--- src/rtl/mem_port_arbiter_pkg.sv ---
// Shared constants for the fetch/load-store memory port arbiter.
// Includes the FSM state codes, port identifiers and fetch byte enables.
package mem_port_arbiter_pkg;

  localparam logic [1:0] ST_IDLE   = 2'd0;
  localparam logic [1:0] ST_ACCESS = 2'd1;
  localparam logic [1:0] ST_DONE   = 2'd2;

  localparam logic PORT_I = 1'b0;
  localparam logic PORT_D = 1'b1;

  localparam logic [3:0] BE_ALL = 4'b1111;

  localparam int CNT_W = 4;

endpackage

--- src/rtl/mem_port_arbiter_arb_rr2.sv ---
// Two-way round-robin picker for the fetch and load/store ports.
// It is purely combinational; the caller holds the last-grant state.
module arb_rr2
  import mem_port_arbiter_pkg::*;
(
  input  logic req_i,
  input  logic req_d,
  input  logic last_gnt,
  output logic gnt_valid,
  output logic gnt_port
);

  always_comb begin
    gnt_valid = req_i | req_d;
    gnt_port  = PORT_I;
    if (req_i && req_d) begin
      gnt_port = ~last_gnt;
    end else if (req_d) begin
      gnt_port = PORT_D;
    end
  end

endmodule

--- src/rtl/mem_port_arbiter.sv ---
// Shares one single-port synchronous RAM between fetch and load/store.
// Each access runs grant, issue, wait and ack; stall freezes the core.
module mem_port_arbiter
  import mem_port_arbiter_pkg::*;
#(
  parameter int AW      = 32,
  parameter int DW      = 32,
  parameter int MEM_LAT = 1
) (
  input  logic          clk,
  input  logic          rst,
  input  logic          i_req,
  input  logic [AW-1:0] i_addr,
  output logic [DW-1:0] i_rdata,
  output logic          i_ack,
  input  logic          d_req,
  input  logic          d_we,
  input  logic [3:0]    d_be,
  input  logic [AW-1:0] d_addr,
  input  logic [DW-1:0] d_wdata,
  output logic [DW-1:0] d_rdata,
  output logic          d_ack,
  output logic          mem_en,
  output logic          mem_we,
  output logic [3:0]    mem_be,
  output logic [AW-1:0] mem_addr,
  output logic [DW-1:0] mem_wdata,
  input  logic [DW-1:0] mem_rdata,
  output logic          stall
);

  logic [1:0]       state_q, state_d;
  logic             last_q, last_d;
  logic             owner_q, owner_d;
  logic [CNT_W-1:0] cnt_q, cnt_d;
  logic             en_q, en_d;
  logic             we_q, we_d;
  logic [3:0]       be_q, be_d;
  logic [AW-1:0]    addr_q, addr_d;
  logic [DW-1:0]    wdata_q, wdata_d;
  logic [DW-1:0]    irdata_q, irdata_d;
  logic [DW-1:0]    drdata_q, drdata_d;
  logic             iack_q, iack_d;
  logic             dack_q, dack_d;

  logic gnt_valid;
  logic gnt_port;

  arb_rr2 u_rr (
    .req_i     (i_req),
    .req_d     (d_req),
    .last_gnt  (last_q),
    .gnt_valid (gnt_valid),
    .gnt_port  (gnt_port)
  );

  always_comb begin
    state_d  = state_q;
    last_d   = last_q;
    owner_d  = owner_q;
    cnt_d    = cnt_q;
    en_d     = 1'b0;
    we_d     = we_q;
    be_d     = be_q;
    addr_d   = addr_q;
    wdata_d  = wdata_q;
    irdata_d = irdata_q;
    drdata_d = drdata_q;
    iack_d   = 1'b0;
    dack_d   = 1'b0;
    unique case (state_q)
      ST_IDLE: begin
        if (gnt_valid) begin
          owner_d = gnt_port;
          last_d  = gnt_port;
          en_d    = 1'b1;
          cnt_d   = CNT_W'(MEM_LAT);
          state_d = ST_ACCESS;
          if (gnt_port == PORT_D) begin
            we_d    = d_we;
            be_d    = d_be;
            addr_d  = d_addr;
            wdata_d = d_wdata;
          end else begin
            we_d    = 1'b0;
            be_d    = BE_ALL;
            addr_d  = i_addr;
          end
        end
      end
      ST_ACCESS: begin
        if (cnt_q == '0) begin
          state_d = ST_DONE;
          if (owner_q == PORT_I) begin
            irdata_d = mem_rdata;
            iack_d   = 1'b1;
          end else begin
            dack_d = 1'b1;
            if (!we_q) drdata_d = mem_rdata;
          end
        end else begin
          cnt_d = cnt_q - 1'b1;
        end
      end
      ST_DONE: state_d = ST_IDLE;
      default: state_d = ST_IDLE;
    endcase
  end

  always_ff @(posedge clk) begin
    if (rst) begin
      state_q  <= ST_IDLE;
      last_q   <= PORT_I;
      owner_q  <= PORT_I;
      cnt_q    <= '0;
      en_q     <= 1'b0;
      we_q     <= 1'b0;
      be_q     <= '0;
      addr_q   <= '0;
      wdata_q  <= '0;
      irdata_q <= '0;
      drdata_q <= '0;
      iack_q   <= 1'b0;
      dack_q   <= 1'b0;
    end else begin
      state_q  <= state_d;
      last_q   <= last_d;
      owner_q  <= owner_d;
      cnt_q    <= cnt_d;
      en_q     <= en_d;
      we_q     <= we_d;
      be_q     <= be_d;
      addr_q   <= addr_d;
      wdata_q  <= wdata_d;
      irdata_q <= irdata_d;
      drdata_q <= drdata_d;
      iack_q   <= iack_d;
      dack_q   <= dack_d;
    end
  end

  assign mem_en    = en_q;
  assign mem_we    = we_q;
  assign mem_be    = be_q;
  assign mem_addr  = addr_q;
  assign mem_wdata = wdata_q;
  assign i_rdata   = irdata_q;
  assign d_rdata   = drdata_q;
  assign i_ack     = iack_q;
  assign d_ack     = dack_q;

  // Stall drops in the ack cycle so the core advances exactly once.
  assign stall = (i_req & ~i_ack) | (d_req & ~d_ack);

endmodule
--- config.mk ---
export PLATFORM = sky130hd
export DESIGN_NAME = mem_port_arbiter
export DESIGN_NICKNAME = d
export VERILOG_FILES = /design/src/rtl/mem_port_arbiter_pkg.sv /design/src/rtl/mem_port_arbiter_arb_rr2.sv /design/src/rtl/mem_port_arbiter.sv
export SDC_FILE = /design/constraint.sdc
export NUM_CORES = 1
export LEC_CHECK = 0
export BUFFER_PORTS_ARGS = -buffer_cell sky130_fd_sc_hd__buf_2
export CORE_ASPECT_RATIO = 1.75
export CORE_MARGIN = 2
export CORE_UTILIZATION = 50
export DETAILED_ROUTE_END_ITERATION = 12
export GPL_TIMING_DRIVEN = 0
export PLACE_DENSITY = 0.91
export SLEW_MARGIN = 20
export SYNTH_ARGS = -nofsm -noshare
export SYNTH_HDL_FRONTEND = slang
export SYNTH_HIERARCHICAL = 1
export SYNTH_SLANG_ARGS = --single-unit
--- constraint.sdc ---
create_clock -name clk -period 3 [get_ports clk]
set_input_delay 0.15 -clock clk [delete_from_list [all_inputs] [get_ports clk]]
set_output_delay 0.15 -clock clk [all_outputs]
set_load 0.05 [all_outputs]
# [After elaboration in Yosys (flattened, before gate mapping)]
# Cells that the tools add are included.
[totals] ff_bits=143 inputBits=137 out_inout_bits=137
[classes] n_addsub=1 n_eq_ne=4 muxes=14 bitwise_logic=11 reduce_logical=12
[op_table] cell="2-to-1 mux 32 bit" count=1
[op_table] cell="2-to-1 mux 4 bit" count=3
[op_table] cell="AND reduction 3 bit" count=3
[op_table] cell="one-hot mux 4 bit (2 select lines)" count=1
[op_table] cell="NOT 1 bit" count=7
[op_table] cell="2-to-1 mux 1 bit" count=6
[op_table] cell="inequality test 2 bit, second input constant" count=3
[op_table] cell="zero test 4 bit" count=1
[op_table] cell="2-to-1 mux 2 bit" count=2
[op_table] cell="one-hot mux 2 bit (2 select lines)" count=1
[op_table] cell="AND reduction 2 bit" count=2
[op_table] cell="AND reduction 4 bit" count=1
[op_table] cell="subtractor 4 x 1 -> 4 bit, second input constant" count=1
[op_table] cell="OR reduction 3 bit" count=1
[op_table] cell="AND 1 bit" count=2
[op_table] cell="equality test 2 x 1 -> 1 bit, second input constant" count=1
[op_table] cell="zero test 2 bit" count=1
[op_table] cell="OR 1 bit" count=2
[op_table] cell="nonzero test 2 bit" count=1
[op_table] cell="OR reduction 2 bit" count=1
[op_table] cell="logical AND 1 bit" count=1

# [Logic depth before layout (Yosys ltp)]
# Gate-level depths: netlist (run 1).
[logic_depth] depth_word=3 ltp_mapped=7

# [By module]
# Netlist (run 1), hierarchy kept.
[by_module_without_submodules] module="mem_port_arbiter" n_inst=1 cells_each=643 area_each_um2=5788.1 seq_area_each_um2=2862.7
[by_module_without_submodules] module="arb_rr2" n_inst=1 cells_each=2 area_each_um2=13.8 seq_area_each_um2=0.0

# [Worst setup path after synthesis (run 1)]
# No wires, ideal clock.
[synth_path] path_kind="reg2reg" start="reg cnt_q[0]" end="reg drdata_q[10], in the netlist d_rdata[10]" setup_ps=72 arrival_time_ps=1706 t_required_ps=2928 slack_ps=1223 stages_incl_launch_ff=8 path_buffers=2 period_less_slack_ps=1777 path_cell_list="dfxtp_1 -> inv_1 -> ha_1 -> or3b_1 -> buf_6 -> nor4_4 -> buf_6 -> mux2i_1"
[synth_between] elab_chain_cells=2
[synth_lines] item="start: declaration" line="mem_port_arbiter.sv:35" source="logic [CNT_W-1:0] cnt_q, cnt_d;"
[synth_lines] item="start signal: assignment" line="mem_port_arbiter.sv:129" source="cnt_q <= cnt_d;"
[synth_lines] item="zero test 4 bit" line="mem_port_arbiter.sv:92" source="if (cnt_q == '0) begin"
[synth_lines] item="AND reduction 4 bit (no source line)"
[synth_lines] item="end signal: assignment" line="mem_port_arbiter.sv:136" source="drdata_q <= drdata_d;"
[synth_lines] item="end: declaration" line="mem_port_arbiter.sv:42" source="logic [DW-1:0] drdata_q, drdata_d;"
# Every way passes these cells.
# A chain may end at the register's enable or synchronous reset.

# [Final worst setup path (run 1)]
[layout_path] start="reg cnt_q[0]" end="reg drdata_q[27], in the netlist d_rdata[27]"
# The elaborated chain is that of the path after synthesis.

==> results of run 1 <==
[state kept, by name (all words and copies together), names as in the netlist]
register   count
mem_en         1
state_q        2
i_ack          1
mem_we         1
mem_be         4
d_rdata       32
cnt_q          4
i_rdata       32
mem_addr      32
mem_wdata     32
owner_q        1
d_ack          1
[power groups by stage]
| stage | sequential [mW] | combinational (mW) | clock (mW) |
|---|---|---|---|
| floorplan | 2.92 | 0.684 | 0 |
| global route | 2.25 | 2.08 | 2.16 |
| detailed placement | 2.26 | 1.88 | 0 |
| finish | 2.23 | 1.97 | 2.05 |
| global placement | 2.25 | 1.85 | 0 |
| CTS | 2.22 | 1.94 | 2.07 |
[timing repair]
item	CTS	global route
buffers inserted	0	0
hold buffers	46	0
hold endpoints to repair	46	0
[placed cells by master, fill, tap and decap left out, types with 2 or more instances in the layout]
master	count
nor2_1	39
o21ai_0	32
nand2b_1	66
nor3_1	3
dlygate4sd3_1	46
mux2i_1	64
nor3b_1	3
ha_1	2
or3b_2	2
nand3_1	33
or3_1	4
clkbuf_1	38
a211oi_1	34
clkbuf_16	17
dfxtp_1	143
a311oi_1	4
clkbuf_8	2
clkinv_4	5
a21oi_1	67
o22ai_1	2
buf_6	4
buf_2	287
inv_1	11
inv_6	2
nand2_1	66
clkinvlp_4	3
a221oi_1	2
[kinds of logic after synthesis]
group	after synthesis	synth area share [%]
compound gates	145	14.6
fa+ha+maj	2	0.431
buf+inv	68	5.24
flops	143	49.3
mux	64	11.0
simple gates	223	19.3
[metal layers]
metal  GRT usage, %  up-vias  part of all wire (%)
li1               -     2889                     -
met1           30.1     2831                    34
met2           56.8      342                    53
met3           7.57       99                   6.4
met4           20.2        0                   6.3
met5              0        -                     0
[per-stage QoR]
step,cells,setup slack [ns],util [%]
6_report,1130,0.866,73.1
3_3_place_gp,1052,0.959,64.0
2_1_floorplan,645,1.22,-
4_1_cts,1130,0.890,73.1
3_5_place_dp,1052,0.910,64.0
5_1_grt,1130,0.721,73.1
[final timing paths]
kind,end,slack (ns),depth (start not counted)
worst max-delay path,d_rdata[27],0.87,7
worst min-delay path,i_rdata[16],0.02,3
worst max register to register,d_rdata[27],0.87,7
worst min register to register,mem_wdata[19],0.45,2
[critical path: stages, from the launching register on]
cell and delay (ns):
dfxtp_1 0.32, inv_1 0.10, ha_1 0.16, or3b_1 0.35, buf_6 0.16, nor4_4 0.50, buf_6 0.27, mux2i_1 0.20
[area by class of cell]
cell class                      count  share of cell area [%]
Tap cell                          135                    2.02
Clock buffer                       19                    5.41
Multi-Input combinational cell    434                    31.5
Inverter                           11                   0.493
Clock inverter                     13                    1.55
Timing Repair Buffer              318                    21.8
Buffer                             57                    3.14
Sequential cell                   143                    34.2
==> impl_metrics.csv, run 1 <==
group,metric,value,unit
grt,antenna_found_initial,0,
worst_setup_path,cp_max_fo,10,
cells_and_area,areaGrowthSynthToFinish,44.4,%
timing,min_period,2.13,ns
timing,slew_violations,0,
timing,fmax,469,MHz
drt,via_count,6161,
worst_setup_path,crit_start,"cnt_q[0]",
synthesis,yosys_warnings,6,
timing,clock_skew,0.0106,ns
cells_and_area,regArea,2860,sq um
synthesis,synth_edf_count,0,
floorplan,initial_core_util,50.7,%
synthesis,synth.area.top_cells,"dfxtp_1 (49%), mux2i_1 (11%), nand2b_1 (7.1%)",
grt,grt_pass1_wl,30700,microns
floorplan,fp.dieW,85.4,microns
cells_and_area,fillerInstances,840,
grt,grt.overflow.total,0,
drt,dr.pass1.iters,5,
floorplan,dieHeight,147,microns
synthesis,yosys.area.top_type_share,49.3,%
timing,rsz0062_at_grt,"false",
place,placed_cell_area,7330,sq um
clocking,cts_resized,0,
clocking,tritoncts,"yes",
timing,finalHoldViolations,0,
cells_and_area,layout.nets,1121,
place,dp_hpwl,13600,microns
grt,grt_pass1_vias,6254,
cells_and_area,final_cell_area,8380,sq um
synthesis,synth_common_cells,"dfxtp_1 (143), a21oi_1 (67), nand2_1 (66), nand2b_1 (66), mux2i_1 (64)",
power_and_ir_drop,pwr-share-comb,31.5,%
hold_path,hold_start,"mem_rdata[16]",
timing,holdWs,0.0191,ns
worst_setup_path,worstReg2RegStart,"cnt_q[0]",
worst_setup_path,crit_path_end_kind,"register",
cells_and_area,num_antenna_cells,0,
clocking,cts_root_buffer,"clkbuf_16",
grt,grt_max_degree,17,
drt,drt-total-wl,20000,microns
timing,setup_viol,0,
floorplan,die_area,12500,sq um
power_and_ir_drop,power_frac_seq,35.7,%
clocking,clock_latency,0.41,ns
outcome,status,"finished, final reports clean",
floorplan,rows,52,
drt,wl_per_cell,17.7,microns
synthesis,ys.flop_type,"dfxtp_1",
power_and_ir_drop,total_power,6.25,mW
worst_setup_path,arrival,2.47,ns
drt,drtIter0Drc,288,
place,port-buffer-count,272,
clocking,cts_made_buffers,17,
synthesis,synth_top_area_cell,"dfxtp_1",
drt,via_per_inst,5.45,
power_and_ir_drop,sw_frac_of_total,38.4,%
clocking,clkSlewWorstSetupHoldPaths,0.07,ns
timing,min_period_over_period,71.1,%
synthesis,ys_ff_latch,143,
worst_setup_path,required,3.33,ns
run,max-cap-violations,0,
synthesis,synth_area,5800,sq um
synthesis,avgSynthCellArea,9.00,sq um
power_and_ir_drop,pwr-share-clk,32.9,%
clocking,cts_htree_levels,4,
drt,drc_errors,0,
clocking,clockBufferDepth,2,
cells_and_area,drive_gt1_share,32.8,%
power_and_ir_drop,p_int,3.85,mW
synthesis,yosysUniqueCellTypes,32,
synthesis,yosys.cell_count.top_type,"dfxtp_1",
power_and_ir_drop,powerDensity,746,nW/um^2
power_and_ir_drop,p_leak,3.83,nW
synthesis,synthArstFlopShare,0,%
power_and_ir_drop,ir_drop,0.000647,V
synthesis,synthesis.nets,784,
grt,grt_usage,31.1,%
floorplan,coreArea,11500,sq um
drt,antenna_left,0,
cells_and_area,multi_input_area,2640,sq um
timing,tightest_slew,0.667,ns
worst_setup_path,critPathKind,"register to register",
timing,timing.slew.headroom,55.2,%
clocking,cts.sinks,143,
place,finalWeightedCongestion,0.873,
power_and_ir_drop,power_switching,2.40,mW
timing,tns,0,ns
synthesis,syn_inst,645,
hold_path,hp-class,"primary input to register",
floorplan,ioPinCount,274,
synthesis,yosysSeqAreaShare,49.3,%
worst_setup_path,startpoint_type,"register",
Note: power is estimated with default switching activity, not from simulation.
==> run 2: changes to the inputs <==
Settings changed: ABC_AREA set to 1, CORE_UTILIZATION 50 to 46, PLACE_DENSITY 0.91 to 0.87.
Clock period 3 ns to 2.22 ns, I/O delays scaled along.
==> run 2 against run 1 <==
Area after synthesis shrank 6.0%. Die area is 2.1% higher. Sequential power increased by 37%. Combinational power up 31%. Worst setup slack got worse by 0.77 ns. Critical path depth down 1. First-iteration DRC count decreased by 5.6%. Cell area up 4.4%. Utilization is 2.4 points higher. Worst hold slack worse by 0.010 ns.
==> impl_metrics.csv, run 2 <==
group,metric,value,unit
cells_and_area,areaGrowthSynthToFinish,60.3,%
cells_and_area,layout.nets,1184,
synthesis,yosysUniqueCellTypes,27,
clocking,cts.sinks,143,
timing,tns,0,ns
timing,slew_violations,0,
floorplan,rows,52,
drt,via_count,6301,
floorplan,dieHeight,148,microns
grt,grt_max_degree,17,
grt,antenna_found_initial,2,
worst_setup_path,crit_path_end_kind,"register",
synthesis,yosys_warnings,6,
drt,drt-total-wl,21100,microns
floorplan,initial_core_util,47.1,%
place,dpl_worst_slack,0.741,ns
grt,grt_usage,32.3,%
hold_path,worstHoldEndpoint,"mem_addr[30]",
synthesis,yosysSeqAreaShare,52.5,%
hold_path,hold_start,"i_addr[30]",
synthesis,synth_edf_count,0,
worst_setup_path,critPathKind,"register to register",
floorplan,ioPinCount,274,
grt,grt.overflow.total,0,
worst_setup_path,cp.buffers_inverters,3,
drt,via_per_inst,5.26,
cells_and_area,drive_gt1_share,33.1,%
worst_setup_path,r2r-end,"mem_addr[16]",
worst_setup_path,rr_worst_depth,6,
synthesis,yosys.cell_count.top_type,"nor2_1",
synthesis,syn_inst,637,
clocking,tritoncts,"yes",
synthesis,synthesis.nets,776,
synthesis,synth.area.top_cells,"dfxtp_1 (53%), nor2_1 (14%), o21bai_1 (8.8%)",
hold_path,whs_path_depth,3,
synthesis,synth_top_area_cell,"dfxtp_1",
worst_setup_path,critPathMaxStageDelay,0.60,ns
worst_setup_path,required,2.51,ns
synthesis,ys.flop_type,"dfxtp_1",
worst_setup_path,startpoint_type,"register",
cells_and_area,final_common_cell,"buf_2",
cells_and_area,final_cell_mix,"buf_2 (285), nor2_1 (207), dfxtp_1 (143)",
drt,drc_errors,0,
timing,timing.slew.headroom,70.0,%
timing,setup_viol,0,
clocking,clkSlewWorstSetupHoldPaths,0.07,ns
drt,antenna_left,0,
synthesis,synth_common_cells,"nor2_1 (207), dfxtp_1 (143), o21bai_1 (64)",
power_and_ir_drop,powerDensity,967,nW/um^2
timing,min_period,2.13,ns
worst_setup_path,crit_chain,"a21oi_1 > buf_4 > buf_2 > mux2i_1 > dlygate4sd3_1 > o21ai_0",
hold_path,hp-class,"primary input to register",
floorplan,die_area,12800,sq um
worst_setup_path,crit_start,"owner_q",
worst_setup_path,crit_slowest_cell,"dlygate4sd3_1",
floorplan,fp.dieW,86.3,microns
timing,worst_slack,0.0907,ns
timing,fmax,470,MHz
place,port-buffer-count,272,
clocking,clock_latency,0.41,ns
timing,rsz0062_at_grt,"false",
timing,min_period_over_period,95.9,%
clocking,cts_htree_levels,4,
place,dp_hpwl,11800,microns
power_and_ir_drop,p_leak,4.22,nW
power_and_ir_drop,ir_drop,0.000626,V
floorplan,coreArea,11600,sq um
timing,clock_skew,0.00711,ns
clocking,cts_made_buffers,17,
outcome,status,"finished, final reports clean",
worst_setup_path,cp_max_fo,10,
grt,grt_pass1_wl,31900,microns
run,max-cap-violations,0,
drt,wl_per_cell,17.6,microns
synthesis,synth_area,5450,sq um
worst_setup_path,critPathTopFamily,"buffers and inverters",
worst_setup_path,crit_cells,6,
place,placed_cell_area,6980,sq um
clocking,cts_resized,0,
drt,dr.pass1.iters,5,
synthesis,yosys.area.top_type_share,52.5,%
grt,grt_pass1_vias,6485,
clocking,clockBufferDepth,2,
timing,tightest_slew,0.449,ns
cells_and_area,final_cell_area,8740,sq um
synthesis,avgSynthCellArea,8.56,sq um
timing,finalHoldViolations,0,
synthesis,ys_ff_latch,143,
worst_setup_path,rrSetupSlack,0.09,ns
clocking,cts_setup_buffers,0,
drt,drtIter0Drc,272,
worst_setup_path,arrival,2.41,ns
place,finalWeightedCongestion,0.850,
synthesis,synthArstFlopShare,0,%
clocking,cts_root_buffer,"clkbuf_16",
worst_setup_path,worstReg2RegStart,"owner_q",
-- run 2: cell count changes after synthesis, sizes merged, moves of 27 or more --
cell    change
o21bai     +63
nand3      -27
a21oi      -61
o21ai      +37
a211oi     -34
clkbuf     -27
nand2b     -66
mux2i      -32
nor2      +171
-- run 2: cell families (layout without fill, tap and decap cells) --
logic type / count (synthesis) / in the layout / synth area share [%]
buf+inv: 56 / 477 / 6.08
other cells: 0 / 4 / 0
compound gates: 140 / 140 / 15.8
mux: 32 / 32 / 5.87
flops: 143 / 143 / 52.5
fa+ha+maj: 2 / 2 / 0.459
simple gates: 264 / 264 / 19.3
-- run 2: metal layers --
metal / track usage, % / up-vias / routed length [microns]
li1: - / 2890 / -
met1: 32.4 / 2928 / 7210
met2: 58.1 / 368 / 11200
met3: 7.59 / 115 / 1320
met4: 20.7 / 0 / 1340
met5: 0 / - / 0
-- run 2: repair_timing --
| item | 4_1_cts | 5_1_grt |
|---|---|---|
| setup endpoints to repair | 0 | 0 |
| hold buffers | 116 | 1 |
| hold endpoints to repair | 127 | 1 |
-- run 2: worst max path at each step --
stage          slack, ns      endpoint
2_1_floorplan       0.80         stall
3_3_place_gp        0.74   i_rdata[17]
3_5_place_dp        0.74   i_rdata[17]
4_1_cts             0.30  mem_addr[14]
5_1_grt             0.03  mem_addr[22]
6_report            0.09  mem_addr[16]
-- run 2: worst register-to-register path, cell delays in order, from the launching register on --
cell,delay (ns)
dfxtp_1,0.33
a21oi_1,0.15
buf_4,0.19
buf_2,0.33
mux2i_1,0.31
dlygate4sd3_1,0.60
o21ai_0,0.10
-- run 2: area by class of cell --
cell class / count / area [sq um]
flip-flops and latches: 143 / 2860
fillers: 745 / 2840
repair buffers: 389 / 2530
multi-input cells: 438 / 2260
clock buffers: 19 / 443
plain buffers: 41 / 270
well taps: 135 / 169
clock inverters: 13 / 136
inverters: 15 / 61.3
diodes: 4 / 10.0
-- run 2: metrics by stage --
stage	utilization, %	std cells	hold slack (ns)	power [mW]
final	75.5	1197	0.00889	8.45
after global routing	75.5	1195	0.0137	8.75
after CTS	75.3	1192	0.00174	8.32
after detailed placement	60.3	1044	0.348	5.38
after global placement	60.3	1044	0.335	5.34
after floorplan	-	637	0.245	4.77
-- run 2: where the power goes --
group          internal, mW  total (mW)  switching [mW]
registers              2.87        3.05           0.176
logic                 0.774        2.58            1.81
clock network          1.69        2.83            1.14
total                  5.33        8.45            3.12
